$ cat config.mk
export PLATFORM = sky130hd
export DESIGN_NAME = piece_sequencer
export DESIGN_NICKNAME = d
export VERILOG_FILES = /design/src/rtl/piece_sequencer_pkg.sv /design/src/rtl/piece_sequencer_key_repeat.sv /design/src/rtl/piece_sequencer.sv
export SDC_FILE = /design/constraint.sdc
export NUM_CORES = 1
export LEC_CHECK = 0
export ABC_CLOCK_PERIOD_IN_PS = 5600
export CAP_MARGIN = 0
export CORE_AREA = 2 2 86 88
export CTS_BUF_LIST = sky130_fd_sc_hd__clkbuf_4 sky130_fd_sc_hd__clkbuf_8 sky130_fd_sc_hd__clkbuf_16
export CTS_CLUSTER_SIZE = 20
export DETAILED_ROUTE_END_ITERATION = 7
export DIE_AREA = 0 0 88 90
export MAX_ROUTING_LAYER = met4
export PLACE_DENSITY_LB_ADDON = 0.08
export SETUP_SLACK_MARGIN = 0.2
export SYNTH_ARGS = -nofsm -noshare
export SYNTH_HDL_FRONTEND = slang
export SYNTH_SLANG_ARGS = --single-unit
$ cat constraint.sdc
create_clock -name Clk -period 5.6 [get_ports Clk]
set_input_delay 0.56 -clock Clk [delete_from_list [all_inputs] [get_ports Clk]]
set_output_delay 0.56 -clock Clk [all_outputs]
set_load 0.03 [all_outputs]
$ cat src/rtl/piece_sequencer_pkg.sv
// Shared types and constants for the falling-block game-flow controller.
// Optional feature macro: HARD_DROP_EN (adds the space-bar hard drop and S_HDROP).
package piece_sequencer_pkg;

    // Bit positions inside can_move / move_cmd
    typedef enum logic [2:0] {
        MV_LEFT  = 3'd0,
        MV_RIGHT = 3'd1,
        MV_DOWN  = 3'd2,
        MV_ROTL  = 3'd3,
        MV_ROTR  = 3'd4
    } move_bit_t;

    // HID usage codes of the keys the game reacts to
    localparam logic [7:0] KEY_LEFT  = 8'h50;
    localparam logic [7:0] KEY_RIGHT = 8'h4F;
    localparam logic [7:0] KEY_DOWN  = 8'h51;
    localparam logic [7:0] KEY_ROTR  = 8'h52;
    localparam logic [7:0] KEY_ROTL  = 8'h1D;
    localparam logic [7:0] KEY_SPACE = 8'h2C;

    typedef enum logic [3:0] {
        S_SPAWN     = 4'd0,
        S_SPAWN_CHK = 4'd1,
        S_WAIT      = 4'd2,
        S_INPUT     = 4'd3,
        S_BUSY1     = 4'd4,
        S_BUSY2     = 4'd5,
        S_GRAVITY   = 4'd6,
        S_LOCKCHK   = 4'd7,
        S_OVER      = 4'd8
`ifdef HARD_DROP_EN
        , S_HDROP   = 4'd9
`endif
    } seq_state_t;

    // A key counts as held if it shows up in any of the four report bytes
    function automatic logic key_hit(input logic [31:0] kc, input logic [7:0] key);
        logic hit;
        hit = 1'b0;
        for (int i = 0; i < 4; i++) begin
            if (kc[i*8 +: 8] == key) hit = 1'b1;
        end
        return hit;
    endfunction

endpackage

$ cat src/rtl/piece_sequencer_key_repeat.sv
// Delayed auto-shift for one lateral direction: fires on the first held
// frame, again after DAS_FRAMES, then every ARR_FRAMES while still held.
module key_repeat #(
    parameter int DAS_FRAMES = 10,
    parameter int ARR_FRAMES = 4
) (
    input  logic Clk,
    input  logic Reset,
    input  logic held,
    input  logic frame,
    input  logic clear,
    output logic fire
);
    localparam logic [7:0] DAS_L = 8'(DAS_FRAMES);
    localparam logic [7:0] ARR_L = 8'(ARR_FRAMES - 1);

    logic [7:0] das_cnt;
    logic [7:0] arr_cnt;

    // Fire on the initial press, then on each auto-repeat slot once charged
    always_comb begin
        fire = frame && held && !clear &&
               ((das_cnt == 8'd0) || ((das_cnt == DAS_L) && (arr_cnt == 8'd0)));
    end

    // Count held frames; releasing or a conflicting key restarts the delay
    always_ff @(posedge Clk or posedge Reset) begin
        if (Reset) begin
            das_cnt <= 8'd0;
            arr_cnt <= 8'd0;
        end else if (frame) begin
            if (!held || clear) begin
                das_cnt <= 8'd0;
                arr_cnt <= 8'd0;
            end else if (das_cnt < DAS_L) begin
                das_cnt <= das_cnt + 8'd1;
            end else begin
                arr_cnt <= (arr_cnt >= ARR_L) ? 8'd0 : arr_cnt + 8'd1;
            end
        end
    end

endmodule

$ cat src/rtl/piece_sequencer.sv
// Game-flow controller: per frame turns keys and gravity into at most one
// move plus one down command, handles lock delay, spawning and game over.
// Optional feature macro: HARD_DROP_EN (space bar drops and locks at once).
module piece_sequencer
    import piece_sequencer_pkg::*;
#(
    parameter int GRAVITY_FRAMES   = 48,
    parameter int SOFT_DROP_FRAMES = 3,
    parameter int DAS_FRAMES       = 10,
    parameter int ARR_FRAMES       = 4,
    parameter int LOCK_FRAMES      = 30,
    parameter int LOCK_RESETS      = 15
) (
    input  logic        Clk,
    input  logic        Reset,
    input  logic        frame_clk_rising_edge,
    input  logic [31:0] keycode,
    input  logic [4:0]  can_move,
    input  logic        BOARD_BUSY,
    output logic [4:0]  move_cmd,
    output logic        get_new_block,
    output logic        lock_piece,
    output logic        game_over
);
    localparam logic [7:0] GRAV_L   = 8'(GRAVITY_FRAMES);
    localparam logic [7:0] SOFT_L   = 8'(SOFT_DROP_FRAMES);
    localparam logic [7:0] LOCK_L   = 8'(LOCK_FRAMES);
    localparam logic [7:0] RESETS_L = 8'(LOCK_RESETS);

    seq_state_t state, state_nxt;
    logic       frame_pending;
    logic [7:0] gravity_cnt, lock_cnt, resets_used;
    logic       prev_rotr, prev_rotl;
    logic       bw_rose;
    logic [1:0] bw_cnt;
    logic       bw_active, bw_done, bw_timeout_en;

    logic [4:0] mv_nxt, sel;
    logic       gnb_nxt, lock_nxt, over_set;
    logic       g_inc, g_clr, l_inc, l_clr, r_inc, cnt_clr;
    logic [7:0] period;

    logic k_left, k_right, k_down, k_rotr, k_rotl;
    logic rotr_edge, rotl_edge, lr_both, in_input, enter_input;
    logic fire_left, fire_right;

`ifdef HARD_DROP_EN
    logic prev_hd, k_hd, hd_edge, hd_wait, hd_wait_set, hd_wait_clr;
    assign k_hd    = key_hit(keycode, KEY_SPACE);
    assign hd_edge = k_hd && !prev_hd;
`endif

    assign k_left    = key_hit(keycode, KEY_LEFT);
    assign k_right   = key_hit(keycode, KEY_RIGHT);
    assign k_down    = key_hit(keycode, KEY_DOWN);
    assign k_rotr    = key_hit(keycode, KEY_ROTR);
    assign k_rotl    = key_hit(keycode, KEY_ROTL);
    assign rotr_edge = k_rotr && !prev_rotr;
    assign rotl_edge = k_rotl && !prev_rotl;
    assign lr_both   = k_left && k_right;
    assign in_input  = (state == S_INPUT);
    assign enter_input = (state_nxt == S_INPUT) && (state != S_INPUT);
    assign period    = k_down ? SOFT_L : GRAV_L;

    key_repeat #(.DAS_FRAMES(DAS_FRAMES), .ARR_FRAMES(ARR_FRAMES)) u_rep_left (
        .Clk(Clk), .Reset(Reset), .held(k_left), .frame(in_input),
        .clear(lr_both), .fire(fire_left)
    );

    key_repeat #(.DAS_FRAMES(DAS_FRAMES), .ARR_FRAMES(ARR_FRAMES)) u_rep_right (
        .Clk(Clk), .Reset(Reset), .held(k_right), .frame(in_input),
        .clear(lr_both), .fire(fire_right)
    );

    // Board handshake: wait for BOARD_BUSY to rise (bounded except at spawn), then fall
    always_comb begin
        bw_active = (state == S_SPAWN_CHK) || (state == S_BUSY1) || (state == S_BUSY2);
`ifdef HARD_DROP_EN
        bw_active = bw_active || ((state == S_HDROP) && hd_wait);
`endif
        bw_timeout_en = (state != S_SPAWN_CHK);
        bw_done       = bw_active && bw_rose && !BOARD_BUSY;
    end

    // Next-state and command selection
    always_comb begin
        state_nxt = state;
        mv_nxt    = 5'b0;
        sel       = 5'b0;
        gnb_nxt   = 1'b0;
        lock_nxt  = 1'b0;
        over_set  = 1'b0;
        g_inc     = 1'b0;
        g_clr     = 1'b0;
        l_inc     = 1'b0;
        l_clr     = 1'b0;
        r_inc     = 1'b0;
        cnt_clr   = 1'b0;
`ifdef HARD_DROP_EN
        hd_wait_set = 1'b0;
        hd_wait_clr = 1'b0;
`endif
        case (state)
            S_SPAWN: begin
                if (!BOARD_BUSY) begin
                    gnb_nxt   = 1'b1;
                    cnt_clr   = 1'b1;
                    state_nxt = S_SPAWN_CHK;
                end
            end
            S_SPAWN_CHK: begin
                if (bw_done) begin
                    if (can_move == 5'b0) begin
                        over_set  = 1'b1;
                        state_nxt = S_OVER;
                    end else begin
                        state_nxt = S_WAIT;
                    end
                end
            end
            S_WAIT: begin
                if (frame_pending) begin
                    g_inc     = 1'b1;
                    state_nxt = S_INPUT;
                end
            end
            S_INPUT: begin
                if (rotr_edge)       sel[MV_ROTR]  = 1'b1;
                else if (rotl_edge)  sel[MV_ROTL]  = 1'b1;
                else if (lr_both)    sel           = 5'b0;
                else if (fire_left)  sel[MV_LEFT]  = 1'b1;
                else if (fire_right) sel[MV_RIGHT] = 1'b1;
`ifdef HARD_DROP_EN
                if (hd_edge) begin
                    sel       = 5'b0;
                    state_nxt = S_HDROP;
                end else
`endif
                if ((sel & can_move) != 5'b0) begin
                    mv_nxt    = sel;
                    state_nxt = S_BUSY1;
                    // A successful move on the ground buys more lock time, a limited number of times
                    if (!can_move[MV_DOWN] && (resets_used < RESETS_L)) begin
                        l_clr = 1'b1;
                        r_inc = 1'b1;
                    end
                end else begin
                    state_nxt = S_GRAVITY;
                end
            end
            S_BUSY1: if (bw_done) state_nxt = S_GRAVITY;
            S_BUSY2: if (bw_done) state_nxt = S_WAIT;
            S_GRAVITY: begin
                if (gravity_cnt >= period) begin
                    g_clr = 1'b1;
                    if (can_move[MV_DOWN]) begin
                        mv_nxt[MV_DOWN] = 1'b1;
                        l_clr           = 1'b1;
                        state_nxt       = S_BUSY2;
                    end else begin
                        state_nxt = S_LOCKCHK;
                    end
                end else begin
                    state_nxt = can_move[MV_DOWN] ? S_WAIT : S_LOCKCHK;
                end
            end
            S_LOCKCHK: begin
                l_inc = 1'b1;
                if ((lock_cnt + 8'd1) == LOCK_L) begin
                    lock_nxt  = 1'b1;
                    state_nxt = S_SPAWN;
                end else begin
                    state_nxt = S_WAIT;
                end
            end
            S_OVER: state_nxt = S_OVER;
`ifdef HARD_DROP_EN
            S_HDROP: begin
                if (hd_wait) begin
                    if (bw_done) hd_wait_clr = 1'b1;
                end else if (!BOARD_BUSY) begin
                    if (can_move[MV_DOWN]) begin
                        mv_nxt[MV_DOWN] = 1'b1;
                        hd_wait_set     = 1'b1;
                    end else begin
                        lock_nxt  = 1'b1;
                        state_nxt = S_SPAWN;
                    end
                end
            end
`endif
            default: state_nxt = S_SPAWN;
        endcase
    end

    // State, registered command pulses and sticky game over
    always_ff @(posedge Clk or posedge Reset) begin
        if (Reset) begin
            state         <= S_SPAWN;
            move_cmd      <= 5'b0;
            get_new_block <= 1'b0;
            lock_piece    <= 1'b0;
            game_over     <= 1'b0;
        end else begin
            state         <= state_nxt;
            move_cmd      <= mv_nxt;
            get_new_block <= gnb_nxt;
            lock_piece    <= lock_nxt;
            game_over     <= game_over | over_set;
        end
    end

    // Frame tick latch; a new tick wins over the clear on S_INPUT entry
    always_ff @(posedge Clk or posedge Reset) begin
        if (Reset) frame_pending <= 1'b0;
        else       frame_pending <= frame_clk_rising_edge | (frame_pending & ~enter_input);
    end

    // Gravity, lock-delay and lock-reset counters
    always_ff @(posedge Clk or posedge Reset) begin
        if (Reset) begin
            gravity_cnt <= 8'd0;
            lock_cnt    <= 8'd0;
            resets_used <= 8'd0;
        end else if (cnt_clr) begin
            gravity_cnt <= 8'd0;
            lock_cnt    <= 8'd0;
            resets_used <= 8'd0;
        end else begin
            if (g_clr)                              gravity_cnt <= 8'd0;
            else if (g_inc && gravity_cnt != 8'hFF) gravity_cnt <= gravity_cnt + 8'd1;
            if (l_clr)      lock_cnt <= 8'd0;
            else if (l_inc) lock_cnt <= lock_cnt + 8'd1;
            if (r_inc)      resets_used <= resets_used + 8'd1;
        end
    end

    // Previous-frame key flags for edge-triggered rotation
    always_ff @(posedge Clk or posedge Reset) begin
        if (Reset) begin
            prev_rotr <= 1'b0;
            prev_rotl <= 1'b0;
        end else if (in_input) begin
            prev_rotr <= k_rotr;
            prev_rotl <= k_rotl;
        end
    end

    // Board handshake progress: rise seen (or timed out), cycles waited
    always_ff @(posedge Clk or posedge Reset) begin
        if (Reset) begin
            bw_rose <= 1'b0;
            bw_cnt  <= 2'd0;
        end else if (!bw_active || bw_done || (state_nxt != state)) begin
            bw_rose <= 1'b0;
            bw_cnt  <= 2'd0;
        end else if (!bw_rose) begin
            if (BOARD_BUSY)                               bw_rose <= 1'b1;
            else if (bw_timeout_en && (bw_cnt == 2'd3))   bw_rose <= 1'b1;
            else                                          bw_cnt  <= bw_cnt + 2'd1;
        end
    end

`ifdef HARD_DROP_EN
    // Hard drop: space edge flag and per-step board wait
    always_ff @(posedge Clk or posedge Reset) begin
        if (Reset) begin
            prev_hd <= 1'b0;
            hd_wait <= 1'b0;
        end else begin
            if (in_input)         prev_hd <= k_hd;
            if (state != S_HDROP) hd_wait <= 1'b0;
            else if (hd_wait_set) hd_wait <= 1'b1;
            else if (hd_wait_clr) hd_wait <= 1'b0;
        end
    end
`endif

endmodule

==> results of run 1 <==
==> power by group <==
part           switching (µW)  leakage, µW  internal [µW]
combinational             193      0.00105            148
sequential               76.4      0.00101            589
clock                     213     0.000124            300
total                     482      0.00219           1040
==> area by class of cell <==
| type | count | area (µm²) |
|---|---|---|
| Clock buffer | 9 | 124 |
| Clock inverter | 7 | 125 |
| Fill cell | 517 | 2150 |
| Inverter | 21 | 78.8 |
| Multi-Input combinational cell | 311 | 2060 |
| Sequential cell | 74 | 1850 |
| Tap cell | 99 | 124 |
| Timing Repair Buffer | 51 | 503 |
==> stage by stage <==
stage / setup WS [ns] / total power (µW) / instance area [µm²] / cells / hold WS [ns]
6_report: 1.79 / 1520 / 4870 / 572 / 0.481
3_5_place_dp: 1.48 / 1020 / 4620 / 556 / 0.465
2_1_floorplan: 2.36 / 907 / 4030 / 414 / 0.450
5_1_grt: 1.52 / 1610 / 4870 / 572 / 0.511
4_1_cts: 1.79 / 1530 / 4870 / 572 / 0.488
3_3_place_gp: 1.61 / 1000 / 4620 / 556 / 0.457
==> layer usage <==
metal | GRT usage | wire length, µm | part of all wire
met1 | 0.316 | 3930 | 0.46
met2 | 0.383 | 4190 | 0.49
met3 | 0.0340 | 304 | 0.035
met4 | 0.100 | 155 | 0.018
met5 | - | 0 | 0
==> cells in the final DEF (no fill, tap or decap), types with 10 or more instances in the layout <==
cell type        netlist  routed
nor4_1                10      10
nor2_1                48      48
nand2_1               34      34
clkdlybuf4s50_1        0      48
xor2_1                11      11
nor3_1                19      19
nand3_1               14      14
inv_1                 21      20
o21ai_0               11      11
and2_1                15      15
dfrtp_1               74      74
ha_1                  19      19
==> synthesized netlist by cell type (5+ instances only) <==
cell / count
a21oi_1: 6
a31oi_1: 5
a41oi_1: 7
and2_1: 15
and3_1: 6
clkbuf_1: 6
dfrtp_1: 74
ha_1: 19
inv_1: 21
nand2_1: 34
nand2b_1: 7
nand3_1: 14
nand4_1: 9
nand4b_1: 7
nor2_1: 48
nor2b_1: 9
nor3_1: 19
nor4_1: 10
nor4b_1: 5
o21ai_0: 11
xnor2_1: 8
xor2_1: 11
==> worst max path at each step <==
stage | from | end | slack (ns)
after global placement | keycode[20] | lock_cnt[6] | 1.61
after detailed placement | keycode[20] | lock_cnt[3] | 1.48
after CTS | keycode[20] | lock_cnt[3] | 1.79
after floorplan | keycode[5] | lock_cnt[0] | 2.36
final | keycode[20] | lock_cnt[3] | 1.79
after global routing | keycode[20] | lock_cnt[3] | 1.52
==> flip-flops by register name, summed over array words and instances (netlist names) <==
register and count:
prev_rotl 1, frame_pending 1, lock_piece 1, bw_rose 1, u_rep_left.das_cnt 8, prev_rotr 1
get_new_block 1, lock_cnt 8, move_cmd 5, u_rep_right.arr_cnt 8, state 4, bw_cnt 2
game_over 1, resets_used 8, u_rep_right.das_cnt 8, gravity_cnt 8, u_rep_left.arr_cnt 8
==> cells by family (layout without fill, tap and decap cells) <==
logic type / Yosys count / after routing / synth area share
simple gates: 209 / 209 / 0.291
flops: 74 / 74 / 0.460
compound gates: 59 / 59 / 0.106
buf+inv: 29 / 88 / 0.0307
fa+ha+maj: 19 / 19 / 0.0590
xor+xnor: 19 / 19 / 0.0413
mux: 5 / 5 / 0.0127
==> flow_metrics.env, run 1 <==
export IMPL_outcome="finished clean"
export IMPL_synth_edf_count=0
export IMPL_hold_violations=0
export IMPL_path_cells="clkdlybuf4s50_1 -> nor4bb_1 -> nand2_1 -> o2111ai_1 -> ha_1 -> nand2b_1 -> a2111oi_0 -> o21bai_1 -> a2111o_1 -> nand4_1 -> nand3_2 -> nor3_1"
export IMPL_htree_levels=3
export IMPL_ys_seq_area_frac=0.460
export IMPL_finClkSkew_ns=0.0114
export IMPL_crit_path_end_kind="flip-flop"
export IMPL_peakVddDrop_uv=217
export IMPL_r2r_start="state[2]"
export IMPL_hpwlAfterDp_mm=6.24
export IMPL_synth_area_um2=4030
export IMPL_tns_ns=0
export IMPL_clock_latency_ns=0.35
export IMPL_num_vias=3237
export IMPL_hold_depth=1
export IMPL_worstMarginPinSlew_ns=0.905
export IMPL_fmax_mhz=263
export IMPL_rsz0062_at_grt="no"
export IMPL_syn_inst=414
export IMPL_rows=31
export IMPL_grt_pass1_vias=3276
export IMPL_ys_types=62
export IMPL_cp_num_cells=12
export IMPL_synth_top_cell_area_share=0.460
export IMPL_hold_buffers=0
export IMPL_cts_sinks=74
export IMPL_gr_total_overflow=0
export IMPL_worst_path_buf_inv=1
export IMPL_dieArea_um2=7920
export IMPL_drt_iter0_markers=181
export IMPL_hold_class="reg2reg"
export IMPL_rrSetupSlack_ns=2.80
export IMPL_syn_nets=474
export IMPL_holdCritStartpoint="game_over"
export IMPL_cts_buffers=9
export IMPL_nets=528
export IMPL_p_leak_uw=0.00219
export IMPL_startpoint_type="input port"
export IMPL_cts_root_buf="clkbuf_8"
export IMPL_synthArstFlopShare=1.00
export IMPL_place_congestion=0.874
export IMPL_min_to="game_over"
export IMPL_slew_viol_final=0
export IMPL_ys_warn_count=0
export IMPL_routed_wl_mm=8.58
export IMPL_track_usage=0.244
export IMPL_setup_worst_path_class="in2reg"
export IMPL_grt_max_degree=75
export IMPL_first_pass_iters=4
export IMPL_arrival_ns=4.07
export IMPL_ys_top_cells_by_area="dfrtp_1, ha_1, nor2_1"
export IMPL_relSlewSlack=0.392
export IMPL_reg2reg_depth=7
export IMPL_slowest_delay_ns=0.50
export IMPL_worst_ep_required_time_ns=5.86
export IMPL_clk_pin_slew_ns=0.09
export IMPL_syn_avg_cell_area_um2=9.73
export IMPL_start_util=0.574
export IMPL_p_per_area_nw_per_um2=312
export IMPL_antenna_cells=0
export IMPL_port_buffers=48
export IMPL_r2r_end="resets_used[2]"
export IMPL_ant_nets=0
export IMPL_postLayoutCoreUtil=0.693
export IMPL_setup_violations=0
export IMPL_synth_flop_cell="dfrtp_1"
export IMPL_critical_path_top_delay_family="compound AO/OA/AOI/OAI gates"
export IMPL_cts_tree="done"
export IMPL_grt_pass1_wl_mm=15.0
export IMPL_drv_cap=0
export IMPL_fp_coreArea_um2=7020
export IMPL_yosysTopAreaCell="dfrtp_1"
export IMPL_finalCritPeriodShare=0.680
export IMPL_viasPerCell=5.66
export IMPL_synth_seq_cells=74
export IMPL_die_y_um=90
export IMPL_fp_dieW_um=88
export IMPL_area_delta_synth_final_pct=20.8
export IMPL_wl_per_cell_um=15.0
export IMPL_postCtsSetupBuffers=0
export IMPL_crit_slowest_cell="clkdlybuf4s50_1"
export IMPL_antenna_found_initial=0
export IMPL_cp_max_fo=8
export IMPL_drc=0
export IMPL_clk_path_buf_depth=2
export IMPL_ctsResizeCount=0
export IMPL_drive_above_1_share=0.0613
export IMPL_io_pins=49
export IMPL_layout_min_cycle_time_ns=3.81
Power figures use the tool's default switching activity.
==> inputs of run 2 (changes only) <==
--- a/config.mk
+++ b/config.mk
@@ -5,13 +5,13 @@
 export SDC_FILE = /design/constraint.sdc
 export NUM_CORES = 1
 export LEC_CHECK = 0
-export ABC_CLOCK_PERIOD_IN_PS = 5600
+export ABC_CLOCK_PERIOD_IN_PS = 3200
 export CAP_MARGIN = 0
-export CORE_AREA = 2 2 86 88
+export CORE_AREA = 2 2 92 94
 export CTS_BUF_LIST = sky130_fd_sc_hd__clkbuf_4 sky130_fd_sc_hd__clkbuf_8 sky130_fd_sc_hd__clkbuf_16
 export CTS_CLUSTER_SIZE = 20
 export DETAILED_ROUTE_END_ITERATION = 7
-export DIE_AREA = 0 0 88 90
+export DIE_AREA = 0 0 94 96
 export MAX_ROUTING_LAYER = met4
 export PLACE_DENSITY_LB_ADDON = 0.08
 export SETUP_SLACK_MARGIN = 0.2
==> constraint.sdc (replaced) <==
create_clock -name Clk -period 3.2 [get_ports Clk]
set_input_delay 0.32 -clock Clk [delete_from_list [all_inputs] [get_ports Clk]]
set_output_delay 0.32 -clock Clk [all_outputs]
set_load 0.03 [all_outputs]
==> flow_metrics.env, run 2 (synthesis gave the netlist of run 1 again) <==
export IMPL_post_layout_nonfiller_instances=612
export IMPL_num_vias=3428
export IMPL_slew_viol_final=0
export IMPL_p_per_area_nw_per_um2=507
export IMPL_tns_ns=0
export IMPL_htree_levels=3
export IMPL_outcome="finished clean"
export IMPL_cts_sinks=74
export IMPL_ant_nets=0
export IMPL_fp_dieW_um=94
export IMPL_placed_cells=593
export IMPL_setup_violations=0
export IMPL_layout_min_cycle_time_ns=2.84
export IMPL_place_area_um2=4860
export IMPL_peakVddDrop_uv=284
export IMPL_die_y_um=96
export IMPL_critical_path_top_delay_family="compound AO/OA/AOI/OAI gates"
export IMPL_layout_commonest_cell="dfrtp_1"
export IMPL_drive_above_1_share=0.164
export IMPL_crit_path_end_kind="flip-flop"
export IMPL_rows=33
export IMPL_area_delta_synth_final_pct=32.8
export IMPL_cp_max_fo=8
export IMPL_clock_latency_ns=0.36
export IMPL_crit_end="lock_cnt[2]"
export IMPL_hold_violations=0
export IMPL_finalCritPeriodShare=0.887
export IMPL_finish_instance_area_um2=5350
export IMPL_arrival_ns=3.11
export IMPL_setup_ws_ns=0.362
export IMPL_dieArea_um2=9020
export IMPL_hold_class="in2async"
export IMPL_setup_worst_path_class="in2reg"
export IMPL_cp_startpoint="keycode[21]"
export IMPL_drc=0
export IMPL_grt_pass1_wl_mm=15.5
export IMPL_first_pass_iters=4
export IMPL_whs_ns=0.278
export IMPL_antenna_found_initial=0
export IMPL_nets=562
export IMPL_drt_iter0_markers=162
export IMPL_grt_pass1_vias=3371
export IMPL_fmax_mhz=352
export IMPL_grt_max_degree=31
export IMPL_relSlewSlack=0.552
export IMPL_track_usage=0.227
export IMPL_crit_slowest_cell="clkdlybuf4s50_1"
export IMPL_worstMarginPinSlew_ns=0.666
export IMPL_cp_num_cells=12
export IMPL_r2r_start="state[3]"
export IMPL_p_leak_uw=0.00256
export IMPL_pre_cts_ws_ns=-0.439
export IMPL_slowest_delay_ns=0.45
export IMPL_wl_per_cell_um=15.3
export IMPL_start_util=0.500
export IMPL_fp_coreArea_um2=8050
export IMPL_cts_buffers=9
export IMPL_cts_tree="done"
export IMPL_rrSetupSlack_ns=0.56
export IMPL_rsz0062_at_grt="yes"
export IMPL_worst_ep_required_time_ns=3.48
export IMPL_place_congestion=0.914
export IMPL_clk_pin_slew_ns=0.09
export IMPL_clk_path_buf_depth=2
export IMPL_final_cell_mix="dfrtp_1, nor2_1, buf_4"
export IMPL_r2r_end="resets_used[3]"
export IMPL_startpoint_type="input port"
export IMPL_gr_total_overflow=0
export IMPL_worst_path_buf_inv=1
export IMPL_port_buffers=48
export IMPL_drv_cap=0
export IMPL_hpwlAfterDp_mm=6.75
export IMPL_hold_buffers=0
export IMPL_cts_root_buf="clkbuf_8"
export IMPL_finClkSkew_ns=0.0131
export IMPL_reg2reg_depth=7
export IMPL_antenna_cells=0
export IMPL_path_cells="clkdlybuf4s50_1 -> nor2_1 -> nand2_2 -> o2111ai_4 -> ha_4 -> nand2b_4 -> a2111oi_4 -> o21bai_1 -> a2111o_1 -> nand4_1 -> nand3_4 -> nor3_4"
export IMPL_viasPerCell=5.60
export IMPL_io_pins=49
export IMPL_routed_wl_mm=9.37
run 2: cell count changes in the layout (fill, tap and decap cells not counted), sizes merged:
cell and delta:
dlymetal6s2s +18, clkinv -1, buf +34, dlygate4sd2 +2, bufinv -1, inv +1
clkdlybuf4s50 -20, clkbuf +1
run 2: repair_timing:
action                                  4_1_cts  5_1_grt
endpoints found under the hold margin         0        0
endpoints found under the setup margin       19       21
pin swaps                                    17       16
setup buffers                                 2        1
gates resized for setup                      19       30
run 2: through the flow:
step	utilization	total power (µW)
floorplan	-	1590
global placement	0.603	1810
detailed placement	0.603	1830
CTS	0.645	2690
global route	0.664	2880
finish	0.664	2710
run 2: layer usage:
metal  vias up  GRT usage  part of all wire
met5         -          -                 0
met4         0     0.0942             0.022
met3        20     0.0368             0.034
met2        67      0.348              0.45
met1      1660      0.302              0.49
li1       1681          -                 -
run 2: final cells by class:
class / count / area [µm²]
fill: 625 / 2700
timing repair buffer: 85 / 805
clock buffer: 10 / 138
clock inverter: 6 / 95.1
multi-input combinational: 311 / 2250
sequential: 74 / 1850
tap: 105 / 131
inverter: 21 / 78.8
run 2: worst min path at each step:
stage / startpoint / slack (ns) / end
3_5_place_dp: game_over / 0.47 / game_over
5_1_grt: Reset / 0.33 / get_new_block
3_3_place_gp: game_over / 0.46 / game_over
6_report: Reset / 0.28 / get_new_block
4_1_cts: Reset / 0.29 / get_new_block
2_1_floorplan: frame_clk_rising_edge / 0.41 / frame_pending
run 2: power by group:
| part | total, µW | internal, µW | switching [µW] |
|---|---|---|---|
| clock network | 841 | 468 | 372 |
| registers | 1120 | 1030 | 86.8 |
| logic | 752 | 323 | 429 |
==> inputs of run 3 (changes only) <==
--- a/config.mk
+++ b/config.mk
@@ -6,7 +6,6 @@
 export NUM_CORES = 1
 export LEC_CHECK = 0
 export ABC_CLOCK_PERIOD_IN_PS = 3200
-export CAP_MARGIN = 0
 export CORE_AREA = 2 2 92 94
 export CTS_BUF_LIST = sky130_fd_sc_hd__clkbuf_4 sky130_fd_sc_hd__clkbuf_8 sky130_fd_sc_hd__clkbuf_16
 export CTS_CLUSTER_SIZE = 20
==> results of run 3 <==
The final DEF is identical to that of run 2; final timing and power are the same.
